**config.mk**
```make
export PLATFORM = sky130hd
export DESIGN_NAME = ir_byte_tx
export DESIGN_NICKNAME = d
export VERILOG_FILES = /design/src/rtl/risc_bus_pkg.sv /design/src/rtl/byte_tx_fifo.sv /design/src/rtl/ir_byte_tx.sv
export SDC_FILE = /design/constraint.sdc
export NUM_CORES = 1
export LEC_CHECK = 0
export CAP_MARGIN = 40
export CORE_ASPECT_RATIO = 1.5
export CORE_MARGIN = 4
export CORE_UTILIZATION = 43
export CTS_BUF_LIST = sky130_fd_sc_hd__clkbuf_4 sky130_fd_sc_hd__clkbuf_8 sky130_fd_sc_hd__clkbuf_16
export CTS_CLUSTER_DIAMETER = 40
export DETAILED_ROUTE_END_ITERATION = 10
export PLACE_DENSITY = 0.66
export SLEW_MARGIN = 5
export SYNTH_ARGS = -nofsm -noshare
export SYNTH_HDL_FRONTEND = slang
export SYNTH_HIERARCHICAL = 1
export SYNTH_SLANG_ARGS = --single-unit
```
**constraint.sdc**
```tcl
create_clock -name clk1 -period 2.7 [get_ports clk1]
set_input_delay 0.675 -clock clk1 [delete_from_list [all_inputs] [get_ports clk1]]
set_output_delay 0.675 -clock clk1 [all_outputs]
set_load 0.02 [all_outputs]
```
**src/rtl/risc_bus_pkg.sv**
```systemverilog
// Shared widths and FSM state encoding for the 8-bit instruction byte bus.
package risc_bus_pkg;
  localparam int BYTE_W = 8;
  localparam int WORD_W = 2 * BYTE_W;

  localparam logic [1:0] IDLE = 2'd0;
  localparam logic [1:0] HI   = 2'd1;
  localparam logic [1:0] LO   = 2'd2;
endpackage

```
**src/rtl/byte_tx_fifo.sv**
```systemverilog
// Synchronous word FIFO feeding the byte serialiser; flags overflow stickily.
module byte_tx_fifo #(
  parameter int WORD_W = 16,
  parameter int DEPTH  = 2
) (
  input  logic              clk1,
  input  logic              rst,
  input  logic              wr_en,
  input  logic [WORD_W-1:0] wr_data,
  input  logic              pop,
  output logic [WORD_W-1:0] head,
  output logic              full,
  output logic              empty,
  output logic              overflow
);
  localparam int PTR_W = (DEPTH > 1) ? $clog2(DEPTH) : 1;
  localparam int CNT_W = PTR_W + 1;

  logic [WORD_W-1:0] mem [DEPTH];
  logic [PTR_W-1:0]  wr_ptr, rd_ptr;
  logic [CNT_W-1:0]  count;
  logic              push;

  // A push while full is dropped even if a pop frees a slot on the same edge.
  assign push  = wr_en && !full;
  assign full  = (count == CNT_W'(DEPTH));
  assign empty = (count == '0);
  assign head  = mem[rd_ptr];

  always_ff @(posedge clk1 or negedge rst) begin
    if (!rst) begin
      wr_ptr   <= '0;
      rd_ptr   <= '0;
      count    <= '0;
      overflow <= 1'b0;
    end else begin
      if (push) wr_ptr <= wr_ptr + PTR_W'(1);
      if (pop)  rd_ptr <= rd_ptr + PTR_W'(1);
      case ({push, pop})
        2'b10:   count <= count + CNT_W'(1);
        2'b01:   count <= count - CNT_W'(1);
        default: count <= count;
      endcase
      if (wr_en && full) overflow <= 1'b1;
    end
  end

  always_ff @(posedge clk1) begin
    if (push) mem[wr_ptr] <= wr_data;
  end
endmodule

```
**src/rtl/ir_byte_tx.sv**
```systemverilog
// Serialises queued 16-bit opcode/address words onto the byte bus, high byte first,
// gap-free while words are available.
module ir_byte_tx
  import risc_bus_pkg::*;
#(
  parameter int WORD_W = risc_bus_pkg::WORD_W,
  parameter int BYTE_W = risc_bus_pkg::BYTE_W,
  parameter int DEPTH  = 2
) (
  input  logic              clk1,
  input  logic              rst,
  input  logic              wr_en,
  input  logic [WORD_W-1:0] wr_data,
  output logic              full,
  output logic              overflow,
  input  logic              hold,
  output logic              ena,
  output logic [BYTE_W-1:0] data,
  output logic              word_sent,
  output logic              busy
);
  logic [1:0]        state;
  logic [BYTE_W-1:0] lo_byte;
  logic [WORD_W-1:0] head;
  logic              empty;
  logic              pop;

  byte_tx_fifo #(.WORD_W(WORD_W), .DEPTH(DEPTH)) u_fifo (
    .clk1     (clk1),
    .rst      (rst),
    .wr_en    (wr_en),
    .wr_data  (wr_data),
    .pop      (pop),
    .head     (head),
    .full     (full),
    .empty    (empty),
    .overflow (overflow)
  );

  // New words start only at a word boundary (IDLE or the low-byte cycle).
  assign pop  = (state != HI) && !empty && !hold;
  assign busy = (state != IDLE) || !empty;

  always_ff @(posedge clk1 or negedge rst) begin
    if (!rst) begin
      state     <= IDLE;
      ena       <= 1'b0;
      data      <= '0;
      word_sent <= 1'b0;
    end else if (state == HI) begin
      state     <= LO;
      ena       <= 1'b1;
      data      <= lo_byte;
      word_sent <= 1'b1;
    end else if (pop) begin
      state     <= HI;
      ena       <= 1'b1;
      data      <= head[WORD_W-1:BYTE_W];
      word_sent <= 1'b0;
    end else begin
      state     <= IDLE;
      ena       <= 1'b0;
      data      <= '0;
      word_sent <= 1'b0;
    end
  end

  always_ff @(posedge clk1) begin
    if (pop) lo_byte <= head[BYTE_W-1:0];
  end
endmodule

```
==> metrics.txt, run 1 <==
status=finished clean; NumNets Final=177; GP Congestion=0.6791; worst endpoint required time=2030 ps; core area=4887 um^2; pin count of the biggest net entering global routing=17; Finish-stage setup viols=0; routed wire length per instance=14.65 um; startpoint types=register; H-tree levels=2; die width=66.18 um; CTS Root Cell=clkbuf_8; hold_ws=484.1 ps; Max Root-Sink Buffers=2; initial antenna violation count=0; max-cap check violation count=0; worst-skew pair later-pin latency=290 ps; cells after synthesis=114; Top Ports=33; Mapped Nets=135; PortBufs=32; CTS sink cnt=56; grt ovf=0; 1st-pass router iterations=4; Initial Util=44.67%; DRC=0; layout cells sized above 1=24.84%; CP Capture Type=output pin; first-pass GRT wire length=5375 um; non-filler cells, final=223; peak supply drop=445.3 uV; Fillers=412; drt total wl=3267 um; Critical Path Fanout Max=4; Synth cell types=20; Post-Place Cells=215; setup ws final=422.4 ps; post-synth top area share=55.01%; # resized after CTS=0; register area=1602 um^2; final worst path period share=84.36%; Leakage=1.043 nW; CTS Buf Count=5; pwr dens=1047 nW/um^2; Vias/cell=4.655; gr usage total=11.70%; HP Class=reg -> reg; Fmax=439.0 MHz; Setup CP Type=reg -> out; top post-synthesis cells by count=40 x edfxtp_1, 17 x mux2_4, 16 x dfrtp_1, 8 x nor3b_1, 7 x mux2_2; via count=1038; minimum clock period=2278 ps; final hold violation count=0; count leader, synth=edfxtp_1; ANT cells=0; number of synthesized register bits=56; sequential-to-total area share from yosys stat=73.35%; die area=6305 um^2; row count=31; number of DRC markers in iteration 0=16; Slew HR=54.85%; top cells by area, synth=edfxtp_1 55%, dfrtp_1 18%, mux2_4 12%; Clock transition at path regs=90 ps; Worst EP arrival=1600 ps; Post-CTS Setup Inserts=0; CTS tree=built; Ys Warns=6; Clock Skew=3.981 ps; die extent in y=95.27 um; Tightest Pin Transition=675.1 ps; Avg Inst Size Synth=19.15 um^2; vias in the first global route=1139; hold_buf cts=0; area of the multi-input gates=521.8 um^2; cell area after synthesis=2183 um^2; Routed Antenna Nets=0; critical path cell sequence=nand2b_1 -> inv_1 -> clkdlybuf4s50_1; setup_tns=0 ps; pre-CTS setup slack=597.2 ps; HPWL after DPL=2514 um; RSZ-0062 raised after global routing=false; Pins Over Slew Limit=0; largest area contributor in the netlist=edfxtp_1; Post-synth EDFFs=40; Post-synth top flop=edfxtp_1; CP peak stage delay=600 ps; Buf/Inv on CP=2; asr flop ratio synth=28.57%; Critical Path Slowest Stage Cell=clkdlybuf4s50_1; Area growth syn-to-layout=23.67%; CP delay by family, top=buffers and inverters
final timing paths:
path                                        startpoint                           to  slack [ps]  cells past startpoint
max                        u_fifo/count[0]$_DFFE_PN0P_                         full         420                      3
min reg2reg                       lo_byte[6]$_DFFE_PN_            data[6]$_DFF_PN0_         480                      1
max in group asynchronous                          rst           state[1]$_DFF_PN0_        1490                      1
min in group asynchronous                          rst  u_fifo/count[1]$_DFFE_PN0P_         780                      1
max reg2reg                  u_fifo/rd_ptr$_DFFE_PN0P_            data[5]$_DFF_PN0_         940                      4
min                               lo_byte[6]$_DFFE_PN_            data[6]$_DFF_PN0_         480                      1
kinds of logic after synthesis:
group | synth area share, %
DFF | 73.35
and+or+nand+nor | 5.444
xor gates and xnor gates | 2.006
AOI/OAI and AO/OA | 0.5730
adders and majority gates | 0.5730
buffers and inverters | 2.751
muxes | 15.30
cell type report:
cell class	count	area share [%]
sequential	56	59.31
multi-input combinational	51	19.32
clock inverter	3	1.390
clock buffer	5	2.549
timing repair buffer	40	14.09
inverter	2	0.2780
tap	66	3.058
metal layers:
metal	track usage (%)	part of all wire, %	vias to the layer above
met2	21.29	57	24
met1	12.20	37	509
met5	0	0	-
li1	-	-	500
met4	4.576	1.3	0
met3	3.774	4.8	5
worst reg2reg max path: cells and delay by family, from the launching register on:
kind | cells | cell delay (ps)
simple gates | 1 | 140
mux | 2 | 560
buf+inv | 1 | 280
flops | 1 | 670
cell usage in the layout, fill, tap and decap left out:
cell              n
nor2_1            4
clkbuf_8          5
nor3b_1           8
inv_1             2
edfxtp_1         40
clkdlybuf4s50_1  32
nand2_1           2
ha_1              1
buf_4             8
bufinv_16         1
nand2b_4          1
o21ai_0           1
nand2b_1          1
xnor2_1           3
a21o_1            1
dfrtp_1          16
and3_1            1
nor3_1            2
mux2_2            7
mux2_4           17
xor2_1            2
clkinv_1          2
power breakdown:
group | internal [mW] | switching, mW | leakage [nW]
sequential | 1.22 | 0.120 | 0.568
combinational | 0.546 | 0.435 | 0.421
clock | 0.270 | 0.238 | 0.0532
total | 2.03 | 0.792 | 1.04
per-stage QoR:
| step | util [%] | total power [mW] | area, um^2 |
|---|---|---|---|
| detailed placement | 53.07 | 2.360 | 2594 |
| finish | 55.25 | 2.826 | 2700 |
| global placement | 53.07 | 2.313 | 2594 |
| floorplan | - | 2.039 | 2183 |
| CTS | 55.25 | 2.869 | 2700 |
| global route | 55.25 | 2.983 | 2700 |
flip-flops by register name (all words and copies together) (netlist names):
| signal | cells |
|---|---|
| data | 8 |
| u_fifo/count | 2 |
| u_fifo/rd_ptr | 1 |
| u_fifo/wr_ptr | 1 |
| u_fifo/mem | 32 |
| lo_byte | 8 |
| u_fifo/overflow | 1 |
| state | 2 |
| ena | 1 |
Power figures use the tool's default switching activity.
==> run 2, diff against run 1 <==
- clock period: 2.7 -> 2.1 ns (I/O delays scaled with it)
==> run 2 against run 1 <==
Against the previous run: utilization grew 0.51 points; first-iteration DRC count up 140%; critical path depth is the same; critical path type unchanged; largest cell class unchanged; cell area up 0.93%; register-to-register slack got worse by 430 ps; cell count is 0.90% lower; highest routed layer unchanged.
==> metrics.txt, run 2 (same netlist as run 1, synthesis figures left out) <==
routed wire length per instance=14.22 um (-2.9%); worst-skew pair later-pin latency=300 ps (about the same); Initial Util=44.67% (unchanged); layout cells sized above 1=25.81% (+0.97 points); CP peak stage delay=430 ps (-170 ps); Routed Antenna Nets=0 (unchanged); CP Capture Type=output pin; Setup CP Type=reg -> out; CTS Root Cell=clkbuf_8; minimum clock period=1856 ps; final worst path period share=88.38%; 1st-pass router iterations=4 (unchanged); final hold violation count=0 (unchanged); hold_ws=480.3 ps (-3.866 ps); first-pass GRT wire length=5313 um (-1.2%); GRT met2 Usage=19.80% (-1.5 points); Vias/cell=4.674 (+0.42%); Slew HR=53.71% (-1.1 points); number of stages on the worst setup path=3 (unchanged); CTS sink cnt=56 (unchanged); Largest regs=u_fifo/mem (32), data (8), lo_byte (8); HP Class=reg -> reg; Buf/Inv on CP=2 (unchanged); die width=66.18 um (unchanged); largest reg by FF count=u_fifo/mem; Clock Skew=2.976 ps (-1.005 ps); row count=31 (unchanged); CTS Buf Count=5 (unchanged); Util after Layout=55.76% (+0.51 points); DRC=0 (unchanged); R2R cell count=6 (+2); PortBufs=32 (unchanged); Pins Over Slew Limit=0 (unchanged); busiest grt layer=met2; Tightest Pin Transition=692.2 ps (+17.08 ps); # resized after CTS=2 (+2); grt ovf=0 (unchanged); die extent in y=95.27 um (unchanged); gr usage total=11.51% (-0.18 points); via count=1033 (-0.48%); CTS tree=built; Leakage=1.053 nW (+0.93%); Worst EP arrival=1330 ps (-270 ps); Critical Path Slowest Stage Cell=dfrtp_1; max-cap check violation count=0 (unchanged); Fillers=404 (-1.9%); r2r setup slk=510 ps (-430 ps); drt total wl=3143 um (-3.8%); Fmax=538.8 MHz; RSZ-0062 raised after global routing=false; Finish-stage setup viols=0 (unchanged); Post-CTS Setup Inserts=0 (unchanged); worst hold path cell count=1 (unchanged); register area=1602 um^2 (unchanged); hold_buf cts=0 (unchanged); ANT cells=0 (unchanged); Critical Path Fanout Max=4 (unchanged); setup_tns=0 ps (unchanged); flip-flop count of the largest register after layout=32 (unchanged); initial antenna violation count=0 (unchanged); peak supply drop=605.5 uV (+36%); commonest non-fill, non-tap cell in the layout=edfxtp_1; number of DRC markers in iteration 0=38 (+22); worst endpoint required time=1570 ps (-460 ps); vias in the first global route=1141 (+0.18%); GP Congestion=0.6598 (-2.8%); NumNets Final=175 (-1.1%); CP delay by family, top=flip-flops; Placed Area=2596 um^2 (about the same); status=finished clean; critical path cell sequence=nand2b_1 -> inv_1 -> dlygate4sd2_1; Clock transition at path regs=90 ps (about the same); pin count of the biggest net entering global routing=18 (+1); most frequent cells in the layout=40 x edfxtp_1, 30 x clkdlybuf4s50_1, 17 x mux2_4; met3 Usage GRT=2.712% (-1.1 points); Top Ports=33 (unchanged); H-tree levels=2 (unchanged); Max Root-Sink Buffers=2 (unchanged); area of the multi-input gates=526.8 um^2 (+0.96%); core area=4887 um^2 (unchanged); startpoint types=register; die area=6305 um^2 (unchanged); pwr dens=1363 nW/um^2 (+30%); pre-CTS setup slack=199.4 ps (-397.8 ps); Area growth syn-to-layout=24.81%; HPWL after DPL=2282 um (-9.2%); setup ws final=244.1 ps (-178.3 ps); Final Cell Area=2725 um^2 (+0.93%); met1 Resource Use GR=12.56% (+0.35 points)
[run 2: where the power goes]
group	leakage [nW]	internal, mW	switching [mW]
combinational	0.417	0.691	0.594
sequential	0.568	1.57	0.105
clock	0.0670	0.441	0.318
total	1.05	2.70	1.02
[run 2: path summary, 6_finish.rpt]
kind                                        startpoint                          end
setup reg to reg           u_fifo/count[0]$_DFFE_PN0P_  u_fifo/count[1]$_DFFE_PN0P_
hold / removal             u_fifo/overflow$_DFFE_PN0P_  u_fifo/overflow$_DFFE_PN0P_
min in group asynchronous                          rst  u_fifo/count[1]$_DFFE_PN0P_
setup / recovery           u_fifo/count[0]$_DFFE_PN0P_                         full
max in group asynchronous                          rst            data[5]$_DFF_PN0_
hold reg to reg            u_fifo/overflow$_DFFE_PN0P_  u_fifo/overflow$_DFFE_PN0P_
[run 2: layout make-up]
cell class | count | share of cell area (%)
multi-input cells | 51 | 19.33
inverters | 2 | 0.2755
well taps | 66 | 3.030
clock inverters | 1 | 1.102
clock buffers | 7 | 3.719
repair buffers | 38 | 13.77
flip-flops and latches | 56 | 58.77
[run 2: worst reg2reg max path: cells and delay by family (launching register included)]
kind | cells | cell delay [ps]
XOR/XNOR | 1 | 140
adder cells (fa/ha/maj) | 1 | 300
buffers and inverters | 1 | 180
flip-flops | 1 | 420
AND/OR/NAND/NOR | 3 | 470
[run 2: metal layers]
metal | part of all wire (%) | vias up
met5 | 0 | -
li1 | - | 497
met3 | 4.6 | 7
met2 | 55 | 24
met1 | 37 | 505
met4 | 2.9 | 0
[run 2: per-stage QoR]
step	total power, mW	cells
after global placement	2.972	213
final	3.714	221
after CTS	3.775	221
after detailed placement	3.025	213
after global routing	3.920	221
after floorplan	2.626	114
